## config.mk

```make
export PLATFORM = sky130hd
export DESIGN_NAME = writeback_stage_flat
export DESIGN_NICKNAME = d
export VERILOG_FILES = /design/src/rtl/writeback_stage_if.sv /design/src/rtl/writeback_stage.sv /design/src/flat_wrapper.sv
export SDC_FILE = /design/constraint.sdc
export NUM_CORES = 2
export LEC_CHECK = 0
export CORE_UTILIZATION = 35
export DETAILED_ROUTE_END_ITERATION = 8
export GPL_TIMING_DRIVEN = 0
export SYNTH_ARGS = -nofsm -noshare
export SYNTH_HDL_FRONTEND = slang
export SYNTH_SLANG_ARGS = --single-unit
```

## constraint.sdc

```tcl
create_clock -name clk -period 6.18 [get_ports clk]
set_input_delay 0.618 -clock clk [delete_from_list [all_inputs] [get_ports clk]]
set_output_delay 0.618 -clock clk [all_outputs]
set_load 0.1 [all_outputs]
```

## src/rtl/writeback_stage_if.sv

```systemverilog
// rtl/writeback_stage_if.sv - W-stage bus: memory-stage inputs, decode read port, W register and status outputs
interface writeback_stage_if #(
  parameter int CNT_W = 32
);
  logic [3:0]       m_stat;
  logic [3:0]       m_icode;
  logic [63:0]      m_valE;
  logic [63:0]      m_valM;
  logic [3:0]       m_dstE;
  logic [3:0]       m_dstM;
  logic             W_stall;
  logic             W_bubble;
  logic [3:0]       d_srcA;
  logic [3:0]       d_srcB;
  logic [63:0]      d_rvalA;
  logic [63:0]      d_rvalB;
  logic [3:0]       W_stat;
  logic [3:0]       W_icode;
  logic [63:0]      W_valE;
  logic [63:0]      W_valM;
  logic [3:0]       W_dstE;
  logic [3:0]       W_dstM;
  logic [3:0]       stat;
  logic             halted;
  logic [CNT_W-1:0] retire_cnt;

  modport master (
    output m_stat, m_icode, m_valE, m_valM, m_dstE, m_dstM,
    output W_stall, W_bubble, d_srcA, d_srcB,
    input  d_rvalA, d_rvalB,
    input  W_stat, W_icode, W_valE, W_valM, W_dstE, W_dstM,
    input  stat, halted, retire_cnt
  );

  modport slave (
    input  m_stat, m_icode, m_valE, m_valM, m_dstE, m_dstM,
    input  W_stall, W_bubble, d_srcA, d_srcB,
    output d_rvalA, d_rvalB,
    output W_stat, W_icode, W_valE, W_valM, W_dstE, W_dstM,
    output stat, halted, retire_cnt
  );
endinterface

```

## src/rtl/writeback_stage.sv

```systemverilog
// rtl/writeback_stage.sv - Y86-64 W pipeline register, 15-entry register file, sticky halt and retire counter
// Optional feature macro: REG_RSP_INIT_EN (reset loads %rsp with STACK_TOP).
module writeback_stage #(
  parameter logic [63:0] STACK_TOP = 64'd4000,
  parameter int          CNT_W     = 32
) (
  input  logic              clk,
  input  logic              rst_n,
  writeback_stage_if.slave  wb
);

  localparam logic [3:0] AOK   = 4'b0001;
  localparam logic [3:0] RNONE = 4'hF;
  localparam logic [3:0] I_NOP = 4'h1;

`ifdef REG_RSP_INIT_EN
  localparam logic RSP_INIT = 1'b1;
`else
  localparam logic RSP_INIT = 1'b0;
`endif
  localparam logic [63:0] RSP_RESET = STACK_TOP & {64{RSP_INIT}};

  logic [3:0]       r_stat;
  logic [3:0]       r_icode;
  logic [63:0]      r_valE;
  logic [63:0]      r_valM;
  logic [3:0]       r_dstE;
  logic [3:0]       r_dstM;
  logic             r_halted;
  logic [CNT_W-1:0] r_cnt;
  logic [63:0]      r_rf [0:14];

  logic w_wr_ok;
  logic w_freeze;

  assign w_wr_ok  = (r_stat == AOK) && !r_halted;
  // Freeze already on the halting edge so stat keeps showing the faulting code.
  assign w_freeze = r_halted || (r_stat != AOK);

  always_ff @(posedge clk) begin
    if (!rst_n) begin
      r_stat   <= AOK;
      r_icode  <= I_NOP;
      r_valE   <= 64'd0;
      r_valM   <= 64'd0;
      r_dstE   <= RNONE;
      r_dstM   <= RNONE;
      r_halted <= 1'b0;
      r_cnt    <= '0;
      for (int i = 0; i < 15; i++) begin
        r_rf[i] <= (i == 4) ? RSP_RESET : 64'd0;
      end
    end else begin
      // Port M is written last so it wins on dstE == dstM (popq %rsp).
      if (w_wr_ok && r_dstE != RNONE) r_rf[r_dstE] <= r_valE;
      if (w_wr_ok && r_dstM != RNONE) r_rf[r_dstM] <= r_valM;

      if (!r_halted && r_stat != AOK) r_halted <= 1'b1;

      if (w_wr_ok && r_icode != I_NOP) r_cnt <= r_cnt + CNT_W'(1);

      if (!w_freeze) begin
        if (wb.W_bubble) begin
          r_stat  <= AOK;
          r_icode <= I_NOP;
          r_valE  <= 64'd0;
          r_valM  <= 64'd0;
          r_dstE  <= RNONE;
          r_dstM  <= RNONE;
        end else if (!wb.W_stall) begin
          r_stat  <= wb.m_stat;
          r_icode <= wb.m_icode;
          r_valE  <= wb.m_valE;
          r_valM  <= wb.m_valM;
          r_dstE  <= wb.m_dstE;
          r_dstM  <= wb.m_dstM;
        end
      end
    end
  end

  assign wb.d_rvalA    = (wb.d_srcA == RNONE) ? 64'd0 : r_rf[wb.d_srcA];
  assign wb.d_rvalB    = (wb.d_srcB == RNONE) ? 64'd0 : r_rf[wb.d_srcB];
  assign wb.W_stat     = r_stat;
  assign wb.W_icode    = r_icode;
  assign wb.W_valE     = r_valE;
  assign wb.W_valM     = r_valM;
  assign wb.W_dstE     = r_dstE;
  assign wb.W_dstM     = r_dstM;
  assign wb.stat       = r_stat;
  assign wb.halted     = r_halted;
  assign wb.retire_cnt = r_cnt;

endmodule
```

## src/flat_wrapper.sv

```systemverilog
// flat-port wrapper written by rule: the top's interface ports become plain ports
module writeback_stage_flat 
#(
  parameter logic [63:0] STACK_TOP = 64'd4000,
  parameter int          CNT_W     = 32
)
  (clk, rst_n, wb_m_stat, wb_m_icode, wb_m_valE, wb_m_valM, wb_m_dstE, wb_m_dstM, wb_W_stall, wb_W_bubble, wb_d_srcA, wb_d_srcB, wb_d_rvalA, wb_d_rvalB, wb_W_stat, wb_W_icode, wb_W_valE, wb_W_valM, wb_W_dstE, wb_W_dstM, wb_stat, wb_halted, wb_retire_cnt);
  writeback_stage_if #(.CNT_W(CNT_W)) wb_i ();
  input  logic clk;
  input  logic rst_n;
  input wire logic [$bits(wb_i.m_stat)-1:0] wb_m_stat;
  input wire logic [$bits(wb_i.m_icode)-1:0] wb_m_icode;
  input wire logic [$bits(wb_i.m_valE)-1:0] wb_m_valE;
  input wire logic [$bits(wb_i.m_valM)-1:0] wb_m_valM;
  input wire logic [$bits(wb_i.m_dstE)-1:0] wb_m_dstE;
  input wire logic [$bits(wb_i.m_dstM)-1:0] wb_m_dstM;
  input wire logic [$bits(wb_i.W_stall)-1:0] wb_W_stall;
  input wire logic [$bits(wb_i.W_bubble)-1:0] wb_W_bubble;
  input wire logic [$bits(wb_i.d_srcA)-1:0] wb_d_srcA;
  input wire logic [$bits(wb_i.d_srcB)-1:0] wb_d_srcB;
  output wire logic [$bits(wb_i.d_rvalA)-1:0] wb_d_rvalA;
  output wire logic [$bits(wb_i.d_rvalB)-1:0] wb_d_rvalB;
  output wire logic [$bits(wb_i.W_stat)-1:0] wb_W_stat;
  output wire logic [$bits(wb_i.W_icode)-1:0] wb_W_icode;
  output wire logic [$bits(wb_i.W_valE)-1:0] wb_W_valE;
  output wire logic [$bits(wb_i.W_valM)-1:0] wb_W_valM;
  output wire logic [$bits(wb_i.W_dstE)-1:0] wb_W_dstE;
  output wire logic [$bits(wb_i.W_dstM)-1:0] wb_W_dstM;
  output wire logic [$bits(wb_i.stat)-1:0] wb_stat;
  output wire logic [$bits(wb_i.halted)-1:0] wb_halted;
  output wire logic [$bits(wb_i.retire_cnt)-1:0] wb_retire_cnt;
  assign wb_i.m_stat = wb_m_stat;
  assign wb_i.m_icode = wb_m_icode;
  assign wb_i.m_valE = wb_m_valE;
  assign wb_i.m_valM = wb_m_valM;
  assign wb_i.m_dstE = wb_m_dstE;
  assign wb_i.m_dstM = wb_m_dstM;
  assign wb_i.W_stall = wb_W_stall;
  assign wb_i.W_bubble = wb_W_bubble;
  assign wb_i.d_srcA = wb_d_srcA;
  assign wb_i.d_srcB = wb_d_srcB;
  assign wb_d_rvalA = wb_i.d_rvalA;
  assign wb_d_rvalB = wb_i.d_rvalB;
  assign wb_W_stat = wb_i.W_stat;
  assign wb_W_icode = wb_i.W_icode;
  assign wb_W_valE = wb_i.W_valE;
  assign wb_W_valM = wb_i.W_valM;
  assign wb_W_dstE = wb_i.W_dstE;
  assign wb_W_dstM = wb_i.W_dstM;
  assign wb_stat = wb_i.stat;
  assign wb_halted = wb_i.halted;
  assign wb_retire_cnt = wb_i.retire_cnt;
  writeback_stage #(.STACK_TOP(STACK_TOP), .CNT_W(CNT_W)) u_core (.clk(clk), .rst_n(rst_n), .wb(wb_i));
endmodule
```

-- Word-level counts from Yosys, hierarchy flattened
Memories as Yosys holds them, arrays and structs flattened.
Index checks and enable logic that the tools add are counted.
- memories: 1
- output and inout port bits: 309
- bits in registers: 177
- RAM bits: 960
- input port bits: 156
- eq/ne operators: 8
- reduce and logical (&&, ||, !) cells: 10
- multiplexer cells: 27
- add/sub/neg operators: 1
- bitwise logic cells: 1
- memory list (name ; words ; width ; rd ports ; clocked after Yosys merged registers in ; write ports ; RTL line ; source):
    u_core.r_rf ; 15 ; 64 ; 2 ; 0 ; 15 ; writeback_stage.sv:31 ; logic [63:0] r_rf [0:14];
- operators with widths (operator ; count):
    64-bit two-way mux ; 8
    64-bit OR reduction ; 2
    4-bit two-way mux ; 10
    32-bit by 1-bit adder with 32-bit output (second input constant) ; 1
    1-bit two-way mux ; 9
    4-bit equality test (second input constant) ; 2
    4-bit by 1-bit inequality test with 1-bit output (second input constant) ; 2
    4-bit inequality test (second input constant) ; 2
    1-bit logical AND ; 5
    4-bit by 1-bit equality test with 1-bit output (second input constant) ; 1
    2-bit by 1-bit inequality test with 1-bit output (second input constant) ; 1
    2-bit AND reduction ; 1
    1-bit logical NOT ; 1
    1-bit logical OR ; 1
    1-bit NOT ; 1

-- Logic depth before layout (Yosys ltp)
- depth in word-level cells: 8
- gate-level depth with buffers: 9
- gate-level depth less buffers: 6

-- Worst setup path after synthesis
Ideal clock, no wire load.
- path type: register to register
- from: reg u_core.r_stat[0], in the netlist u_core.wb.W_stat[0]
- to: mem u_core.r_rf[6][0] (enable)
- clock period less this slack: 4.356 ns
- library setup time: 0.423 ns
- data required time: 5.757 ns
- data arrival time: 3.933 ns
- path slack: 1.824 ns
- stages on the path, launching flop included: 9
- path buffers: 3
- path through: dfxtp_1 -> or4b_4 -> nor3_4 -> buf_6 -> and3_1 -> buf_2 -> buf_2 -> a21oi_1 -> nand2_1
- RTL lines (what ; RTL line ; source):
    start: declaration ; writeback_stage.sv:23 ; logic [3:0] r_stat;
    start signal: assignment ; writeback_stage.sv:71 ; r_stat <= wb.m_stat;
    end: declaration ; writeback_stage.sv:31 ;

-- Worst setup path after layout
- from: in wb_d_srcA[1]
- to: out wb_d_rvalA[38]
- cells in the longest elaborated chain, start to end: 2
- elaborated cells between the ends (all ways): 3
- ends and longest elaborated chain (what ; RTL line ; source):
    start: declaration ; flat_wrapper.sv:19 ; input wire logic [$bits(wb_i.d_srcA)-1:0] wb_d_srcA;
    memory 15 x 64 bit or 4-bit equality test (tied branches) ; - ;
    64-bit two-way mux (*) ; writeback_stage.sv:82 ; assign wb.d_rvalA = (wb.d_srcA == RNONE) ? 64'd0 : r_rf[wb.d_srcA];
    end: declaration ; flat_wrapper.sv:21 ; output wire logic [$bits(wb_i.d_rvalA)-1:0] wb_d_rvalA;
Every way passes the cells marked *; elsewhere a longest branch is shown, timed or not.

==> impl_metrics.toml <==
[worst_hold_path]
hp-class = "in -> reg"
hold_path_depth = 2

[die]
initial_core_util_pct = 35.2
coreArea_um2 = 193000
die_area_um2 = 196000
fp.dieH_um = 442
num_rows = 161
die_width_um = 442
top_level_ports = 465

[pwr]
leakage_nw = 26.5
ir_worst_vdd_mv = 0.227
power_mw = 23.1
powerDensity_nw_per_um2 = 284

[place]
hpwl_um = 212000
gp_congestion = 0.940
portBuffers = 457
placed_cell_area_um2 = 76400

[drt]
ant_nets = 0
route.vias.total = 56300
drt-total-wl_um = 286000
drt-initial-drc-count = 8719
wl_per_cell_um = 32.1
via_per_inst = 6.32
drc = 0
dr.pass1.iters = 8

[setup_path]
crit_slowest_cell = "nand2_1"
critPathLaunchType = "primary input"
cp_slowest_stage_delay_ps = 1190
end_kind = "primary output"
cp_max_fo = 10
path_cells = "clkbuf_1, clkbuf_1, nand3_1, nand2_1, clkbuf_1, o22ai_1, clkdlybuf4s50_1"
cpMostUsedCell = "clkbuf_1"
path_class = "in -> out"
arrival_ps = 5560
r2r_slack_ps = 1360
cp.required_ps = 5560
ff2ff_path_depth = 7

[grt]
grt_max_degree = 39
grt_pass1_wl_um = 401000
antenna_found_initial = 17
gr-usage-all-layers_pct = 28.3
grt_pass1_vias = 55700
grt_overflow = 0

[yosys]
synth-seq-area-share_pct = 50.5
syn_inst = 5563
yosysTopAreaCellShare_pct = 45.3
async_flop_share_pct = 0
syn-mean-instance-area_um2 = 12.2
synth_edf_count = 1024
synth_area_leaders = "edfxtp_1 45%, mux4_2 17%, o31ai_1 8.4%"
ys.flop_type = "edfxtp_1"
ys_seq_elements = 1201
syn_area_um2 = 67900
ys_warn_count = 0
yosysTopAreaCell = "edfxtp_1"
ys_types = 48

[sta]
period_share_pct = 99.9
fin_worst_skew_ps = 41.3
fmax_mhz = 162
post-route-min-period_ps = 6170
tightestPinTransition_ps = 1560
setup-violations-final = 0
slew_viol_final = 22
maxSlewHeadroom_pct = -3.92
rsz0062_at_grt = "false"
hold_violations = 0

[cts]
clkSlewWorstSetupHoldPaths_ps = 60
clk_path_buf_depth = 3
clk_latency_ps = 830
htreeDepth = 4
cts_tree = "built"
cts_setup_buffers = 0
ctsHoldBuffers = 0
cts-root-buf = "clkbuf_16"
cts-resized-gates = 0
cts-buffers-inserted = 144
clkSinkCount = 1201

[final_layout]
fin_nets = 6407
fillCellCount = 18000
post-route-util_pct = 42.2
drive_gt1_share_pct = 16.5
final_common_cell = "nand2_1"
syn2layout_area_growth_pct = 19.7
mostFrequentLayoutCells = "1,167 x nand2_1, 1,024 x edfxtp_1, 759 x o31ai_1"
fin_area_um2 = 81200

[run]
maxCapViolCount = 2

[outcome]
outcome = "finished, violations left"
violations = "max-capacitance violations, max-slew violations"
## power breakdown
group,total [mW],switching [mW],internal (mW)
Combinational,4.98,3.67,1.31
Clock,8.74,3.76,4.98
Sequential,9.38,0.208,9.17
## final cells by class
class / instances / area [um^2] / share of cell area, %
clock inverters: 72 / 832 / 1.02
repair buffers: 478 / 5060 / 6.23
flip-flops and latches: 1201 / 34300 / 42.2
diodes: 10 / 25.0 / 0.0308
multi-input cells: 3574 / 30300 / 37.3
inverters: 3 / 11.3 / 0.0139
plain buffers: 848 / 3610 / 4.45
well taps: 2526 / 3160 / 3.89
clock buffers: 195 / 3900 / 4.80
## per-layer routing
layer | up-vias | track usage [%] | wire length (um)
met1 | 28100 | 35.9 | 106000
met3 | 758 | 7.36 | 33800
met5 | - | 0 | 54
met4 | 8 | 14.7 | 16300
li1 | 23100 | - | -
met2 | 4268 | 44.6 | 130000
## flip-flops by register name, summed over array words and instances, names as in the netlist
signal / flops
u_core.r_rf: 1024
u_core.wb.W_dstE: 4
u_core.wb.W_dstM: 4
u_core.wb.W_icode: 4
u_core.wb.W_stat: 4
u_core.wb.W_valE: 64
u_core.wb.W_valM: 64
u_core.wb.halted: 1
u_core.wb.retire_cnt: 32
## final timing paths
path / from / end
hold reg to reg: u_core.wb.W_icode[3] / u_core.wb.W_icode[3]
hold / removal: rst_n / u_core.wb.W_dstE[3]
setup / recovery: wb_d_srcA[1] / wb_d_rvalA[38]
setup reg to reg: u_core.wb.W_dstE[3] / u_core.r_rf[10][38]
## through the flow
stage	std cells	setup WS [ps]	hold slack [ps]	TNS, ps
2_1_floorplan	5626	1820	751	0
3_3_place_gp	8609	-1010	475	-371250
3_5_place_dp	8629	259	477	0
4_1_cts	8896	253	252	0
5_1_grt	8902	142	317	0
6_report	8907	5.44	239	0
## Yosys cell counts, drive strengths merged (15+ instances only)
cell	count
a21oi	152
a22o	35
a32o	157
and3	22
buf	337
clkbuf	511
dfxtp	177
edfxtp	1024
mux2i	257
mux4	512
nand2	1179
nand3	16
nand3b	133
nand4	15
nor2	43
o22ai	128
o31ai	769
xor2	21
## logic make-up (layout without fill, tap and decap cells)
logic type      count (synthesis)  count (layout)  share of synthesized area (%)
compound gates               1259            1259                           13.8
flops                        1201            1201                           50.5
xor+xnor                       26              26                          0.336
simple gates                 1455            1455                           9.20
mux                           769             769                           20.8
fa+ha+maj                       1               1                         0.0184
other cells                     1              74                        0.00552
buf+inv                       851            1596                           5.31
## worst max-delay path: cells and delay by family
family / cells / cell delay, ps
simple gates: 2 / 1380
compound gates: 1 / 430
buf+inv: 4 / 3070
Note: power is estimated with default switching activity, not from simulation.
